--- src/rtl/spi_pkg.sv ---
// Shared types and defaults for the SPI receive path.
package spi_pkg;

  typedef enum logic {
    IDLE   = 1'b0,
    ACTIVE = 1'b1
  } state_e;

  localparam int   DATA_W_DEF      = 8;
  localparam int   SYNC_STAGES_DEF = 2;
  localparam int   FIFO_DEPTH_DEF  = 4;
  localparam logic SSEL_IDLE       = 1'b1;

endpackage

--- src/rtl/spi_rx_fifo.sv ---
// First-word fall-through word buffer; a push into a full
// buffer is taken only when a pop frees a slot the same cycle.
module spi_rx_fifo #(
  parameter int W     = 9,
  parameter int DEPTH = 4
) (
  input  logic         clk,
  input  logic         rst_n,
  input  logic         push,
  input  logic [W-1:0] wdata,
  input  logic         pop,
  output logic [W-1:0] rdata,
  output logic         full,
  output logic         empty
);

  localparam int AW = $clog2(DEPTH);

  logic [AW:0]  wr_q, wr_d;
  logic [AW:0]  rd_q, rd_d;
  logic [W-1:0] mem_q [DEPTH];
  logic [W-1:0] mem_d [DEPTH];
  logic         wr_en;
  logic         rd_en;

  assign empty = (wr_q == rd_q);
  assign full  = (wr_q[AW] != rd_q[AW]) &&
                 (wr_q[AW-1:0] == rd_q[AW-1:0]);
  assign rd_en = pop & ~empty;
  assign wr_en = push & (~full | rd_en);
  assign rdata = mem_q[rd_q[AW-1:0]];

  always_comb begin
    mem_d = mem_q;
    if (wr_en) mem_d[wr_q[AW-1:0]] = wdata;
    wr_d = wr_q + {{AW{1'b0}}, wr_en};
    rd_d = rd_q + {{AW{1'b0}}, rd_en};
  end

  always_ff @(posedge clk or negedge rst_n) begin
    if (!rst_n) begin
      wr_q <= '0;
      rd_q <= '0;
      for (int i = 0; i < DEPTH; i++) mem_q[i] <= '0;
    end else begin
      wr_q  <= wr_d;
      rd_q  <= rd_d;
      mem_q <= mem_d;
    end
  end

endmodule

--- src/rtl/spi_rx_deser.sv ---
// SPI mode-0 slave receiver: pin sync, MSB-first deserialiser,
// word FIFO with first-of-frame flag and sticky overrun.
module spi_rx_deser
  import spi_pkg::*;
#(
  parameter int DATA_W      = DATA_W_DEF,
  parameter int SYNC_STAGES = SYNC_STAGES_DEF,
  parameter int FIFO_DEPTH  = FIFO_DEPTH_DEF
) (
  input  logic              clk,
  input  logic              rst_n,
  input  logic              SSEL,
  input  logic              SCK,
  input  logic              MOSI,
  output logic [DATA_W-1:0] rx_data,
  output logic              rx_first,
  output logic              rx_valid,
  input  logic              rx_ready,
  output logic              frame_active,
  output logic              frame_abort,
  output logic              overrun,
  input  logic              clear_overrun
);

  localparam int CW = $clog2(DATA_W);

  logic [SYNC_STAGES:0]   ssel_q, ssel_d;
  logic [SYNC_STAGES:0]   sck_q, sck_d;
  logic [SYNC_STAGES-1:0] mosi_q, mosi_d;

  state_e            state_q, state_d;
  logic [CW-1:0]     bitcnt_q, bitcnt_d;
  logic [DATA_W-2:0] shift_q, shift_d;
  logic              first_q, first_d;
  logic              abort_q, abort_d;
  logic              ovr_q, ovr_d;

  logic              ssel_s, ssel_h, sck_s, sck_h, mosi_s;
  logic              ssel_rise, ssel_fall, sck_rise;
  logic [DATA_W-1:0] shifted;
  logic              push, pop, full, empty;
  logic [DATA_W:0]   rdata;

  assign ssel_d = {ssel_q[SYNC_STAGES-1:0], SSEL};
  assign sck_d  = {sck_q[SYNC_STAGES-1:0], SCK};
  assign mosi_d = {mosi_q[SYNC_STAGES-2:0], MOSI};

  // MOSI tap matches the synced SCK tap so the bit lines up with its edge
  assign ssel_s = ssel_q[SYNC_STAGES-1];
  assign ssel_h = ssel_q[SYNC_STAGES];
  assign sck_s  = sck_q[SYNC_STAGES-1];
  assign sck_h  = sck_q[SYNC_STAGES];
  assign mosi_s = mosi_q[SYNC_STAGES-1];

  assign ssel_rise = ssel_s & ~ssel_h;
  assign ssel_fall = ~ssel_s & ssel_h;
  assign sck_rise  = sck_s & ~sck_h;
  assign shifted   = {shift_q, mosi_s};

  always_comb begin
    state_d  = state_q;
    bitcnt_d = bitcnt_q;
    shift_d  = shift_q;
    first_d  = first_q;
    abort_d  = 1'b0;
    push     = 1'b0;
    unique case (state_q)
      IDLE: begin
        if (ssel_fall) begin
          state_d  = ACTIVE;
          bitcnt_d = '0;
          shift_d  = '0;
          first_d  = 1'b1;
        end
      end
      ACTIVE: begin
        if (ssel_rise) begin
          state_d  = IDLE;
          abort_d  = (bitcnt_q != '0);
          bitcnt_d = '0;
          shift_d  = '0;
        end else if (sck_rise) begin
          shift_d = shifted[DATA_W-2:0];
          if (bitcnt_q == CW'(DATA_W - 1)) begin
            push     = 1'b1;
            bitcnt_d = '0;
            first_d  = 1'b0;
          end else begin
            bitcnt_d = bitcnt_q + CW'(1);
          end
        end
      end
      default: state_d = IDLE;
    endcase
  end

  assign pop   = rx_valid & rx_ready;
  assign ovr_d = (push & full & ~pop) | (ovr_q & ~clear_overrun);

  always_ff @(posedge clk or negedge rst_n) begin
    if (!rst_n) begin
      ssel_q   <= {(SYNC_STAGES+1){SSEL_IDLE}};
      sck_q    <= '0;
      mosi_q   <= '0;
      state_q  <= IDLE;
      bitcnt_q <= '0;
      shift_q  <= '0;
      first_q  <= 1'b0;
      abort_q  <= 1'b0;
      ovr_q    <= 1'b0;
    end else begin
      ssel_q   <= ssel_d;
      sck_q    <= sck_d;
      mosi_q   <= mosi_d;
      state_q  <= state_d;
      bitcnt_q <= bitcnt_d;
      shift_q  <= shift_d;
      first_q  <= first_d;
      abort_q  <= abort_d;
      ovr_q    <= ovr_d;
    end
  end

  spi_rx_fifo #(
    .W     (DATA_W + 1),
    .DEPTH (FIFO_DEPTH)
  ) u_fifo (
    .clk   (clk),
    .rst_n (rst_n),
    .push  (push),
    .wdata ({first_q, shifted}),
    .pop   (pop),
    .rdata (rdata),
    .full  (full),
    .empty (empty)
  );

  assign rx_valid     = ~empty;
  assign rx_data      = rdata[DATA_W-1:0];
  assign rx_first     = rdata[DATA_W];
  assign frame_active = (state_q == ACTIVE);
  assign frame_abort  = abort_q;
  assign overrun      = ovr_q;

endmodule
--- config.mk ---
export PLATFORM = sky130hd
export DESIGN_NAME = spi_rx_deser
export DESIGN_NICKNAME = d
export VERILOG_FILES = /design/src/rtl/spi_pkg.sv /design/src/rtl/spi_rx_fifo.sv /design/src/rtl/spi_rx_deser.sv
export SDC_FILE = /design/constraint.sdc
export NUM_CORES = 1
export LEC_CHECK = 0
export BUFFER_PORTS_ARGS = -buffer_cell sky130_fd_sc_hd__buf_2
export CAP_MARGIN = 25
export CORE_MARGIN = 8
export CORE_UTILIZATION = 39
export DETAILED_ROUTE_END_ITERATION = 10
export PLACE_DENSITY = 0.66
export SYNTH_ARGS = -nofsm -noshare
export SYNTH_HDL_FRONTEND = slang
export SYNTH_SLANG_ARGS = --single-unit
--- constraint.sdc ---
create_clock -name clk -period 2.4 [get_ports clk]
set_clock_uncertainty 0.15 [all_clocks]
set_input_delay 0.24 -clock clk [delete_from_list [all_inputs] [get_ports clk]]
set_output_delay 0.24 -clock clk [all_outputs]
set_load 0.01 [all_outputs]
==> results by group <==
Pwr
  – Tot Pwr: 0.00248 W
  – PwrDens: 747 mW/mm^2
  – Peak VDD IR: 0.262 mV
  – Leak pwr: 1.57 nW

Placement
  – Post-Place Worst Slack: 0.213 ns
  – Placed Area: 0.00306 sq mm
  – Estimated wirelength of the detail-placed design: 3410 um
  – Number of port buffers: 19
  – Gpl congestion: 0.716

Global route
  – Grt ovf: 0
  – Met3 GRT Util: 3.11%
  – First-pass GRT wire length: 8820 um
  – Tot GR Track Use: 11.4%
  – Initial antenna violation count: 0
  – Number of global-route vias before repair: 1,729
  – Grt met2 use: 17.2%
  – GR peak layer: met2
  – Largest net degree at the start of global routing: 65
  – Met1 Use GR: 14.4%

Synth
  – Synth Warn #: 0
  – Dominant cell type by area after synthesis: dfrtp_1
  – Net Count, Synth: 200
  – Syn Std Cell Area: 0.00276 sq mm
  – Register bit total from synthesis: 64
  – Syn avg cell area: 14.8 sq um
  – Post-synth cell types: 27
  – Post-Syn Instances: 186
  – Main area contributors after synthesis: dfrtp_1, mux2_2, mux4_2, ha_1, dfstp_2
  – Register area share after synthesis: 58.1%
  – Yosys top cell area share: 55.3%

Routing
  – Vias: 1,621
  – WL final: 5110 um
  – WL/cell: 15.5 um
  – DR iter-0 viols: 108
  – DRC Markers: 0
  – Drt first pass iters: 4
  – Final ANT Viol Nets: 0
  – Vias per std cell: 4.93

Critical path
  – Crit path launch type: flip-flop
  – Crit. Startpoint: bitcnt_q[0]
  – CP arrival: 2.26 ns
  – CP max stage cell: dfrtp_1
  – Crit path kind: reg -> reg
  – Crit end category: flip-flop
  – Delay of the slowest cell on the worst path: 0.38 ns
  – Crit-path max FO: 6
  – Worst Path Required: 2.48 ns
  – Critical path, cell by cell: ha_1 -> ha_1 -> nand4_2 -> nor4b_4 -> buf_4 -> mux2_2
  – Critical path's most frequent cell: ha_1
  – Worst r2r src: bitcnt_q[0]

Finish
  – Number of diodes: 0
  – Final net count: 242
  – Post-route cell area: 0.00332 sq mm
  – Area growth, synth to finish: 20.1%
  – Layout cells sized above 1: 44.6%

Timing
  – Setup-failing EPs final: 0
  – Fmax achieved: 0.457 GHz
  – WHS: 0.142 ns
  – Rel. slew slack: 74.0%
  – Final Cycle Share: 91.2%
  – Setup TNS: 0 ns
  – Tightest Pin Transition: 0.390 ns
  – Min cycle time layout: 2.19 ns
  – Hold Violations, Final: 0
  – Setup ws final: 0.211 ns
  – Final Max Slew Viols: 0
  – RSZ-0062 raised after global routing: false

Clocking
  – H-tree Lvls: 3
  – Clk_lat worst skew: 0.34 ns
  – Number of buffers added for setup after CTS: 0
  – Clk root buf: clkbuf_8
  – Clock buffer depth: 2
  – Clk sink count: 64
  – Total clock buffers created by CTS: 9
  – CTS tree: done
  – Clock transition at path regs: 0.07 ns

Floorplan
  – I/O pin count: 20
  – Die height: 100 um
  – Starting density of the core: 40.4%
  – Width of the die: 100 um
  – # rows: 30
  – Core Box Area: 0.00683 sq mm
  – Die ar.: 0.0100 sq mm

Job
  – Max-Cap Viols: 0

Min path
  – Worst hold start: rx_ready
  – Worst hold path type: in -> reg

Status
  – Outcome: finished, final reports clean
[cell usage in the layout (no fill, tap or decap), types with 2 or more instances in the layout]
master	instances
nand4_1	10
nor4_4	2
inv_1	13
dlygate4sd3_1	5
clkbuf_8	10
mux2_2	36
o21ai_0	12
xor2_1	2
mux4_2	9
buf_2	19
buf_4	12
dfrtp_1	61
xor2_2	2
clkinvlp_4	2
ha_1	7
nor4b_4	2
dfstp_2	3
nand2_1	4
nor2b_1	2
nor2_1	5
[through the flow]
| step | utilization (%) | cells |
|---|---|---|
| 3_3_place_gp | 44.8 | 308 |
| 2_1_floorplan | - | 186 |
| 4_1_cts | 48.6 | 329 |
| 6_report | 48.6 | 329 |
| 5_1_grt | 48.6 | 329 |
| 3_5_place_dp | 44.8 | 308 |
[worst max-delay path, delay by kind of cell, from the launching register on]
kind,cells,cell delay [ns]
flops,1,0.38
simple gates,2,0.65
mux,1,0.34
fa+ha+maj,2,0.36
buf+inv,1,0.20
[kinds of logic after synthesis]
logic type	count (synthesis)	synth area share [%]
xor+xnor	5	2.13
compound gates	15	2.95
mux	45	22.0
simple gates	31	8.93
buf+inv	19	2.67
flops	64	58.1
fa+ha+maj	7	3.17
[state kept, by name, summed over array words and instances (netlist names)]
register,flops
u_fifo.wr_q,3
overrun,1
sck_q,3
bitcnt_q,3
first_q,1
frame_abort,1
ssel_q,3
mosi_q,2
frame_active,1
shift_q,7
u_fifo.mem_q,36
u_fifo.rd_q,3
[routing by layer]
metal  vias up  part of all wire, %
met2        29                   46
met4         0                  2.2
met5         -                    0
li1        753                    -
met3        10                  4.1
met1       829                   47
[cells in the mapped netlist]
cell type  number
nand3b_1        1
ha_1            7
nand4_2         1
nand3_1         1
inv_1          13
mux4_2          9
xor2_2          2
nand2b_1        1
clkbuf_1        4
nor3_2          1
mux2_2         36
xor2_1          2
o22ai_1         1
buf_2           2
a211oi_1        1
nor2_1          5
nor4_4          2
nand2_1         4
and2_1          1
nor4b_4         2
dfrtp_1        61
o21a_1          1
nand4_1        10
o21ai_0        12
nor2b_1         2
dfstp_2         3
xnor2_1         1
[where the power goes]
group          internal, W  total (W)  switching, W
registers          0.00112    0.00116     0.0000393
clock network     0.000511   0.000939      0.000428
logic             0.000161   0.000376      0.000214
[layout make-up]
type / instances / area [sq um]
Clock inverter: 6 / 67.6
Tap cell: 96 / 120
Timing Repair Buffer: 37 / 255
Sequential cell: 64 / 1610
Fill cell: 620 / 3510
Inverter: 13 / 48.8
Clock buffer: 10 / 138
Multi-Input combinational cell: 103 / 1080
[path summary, 6_finish.rpt]
| check | end | slack, ns | depth (start not counted) |
|---|---|---|---|
| min in group asynchronous | u_fifo.mem_q[26] | 0.30 | 3 |
| hold / removal | u_fifo.rd_q[0] | 0.14 | 3 |
| setup reg to reg | u_fifo.mem_q[18] | 0.21 | 6 |
| hold reg to reg | sck_q[1] | 0.20 | 0 |
| max in group asynchronous | ssel_q[1] | 1.49 | 3 |
| setup / recovery | u_fifo.mem_q[18] | 0.21 | 6 |
[timing repair]
item | 4_1_cts | 5_1_grt
endpoints found under the hold margin | 65 | 0
hold buffers | 5 | 0
gates resized for setup | 0 | 0
Note: power is estimated with default switching activity, not from simulation.
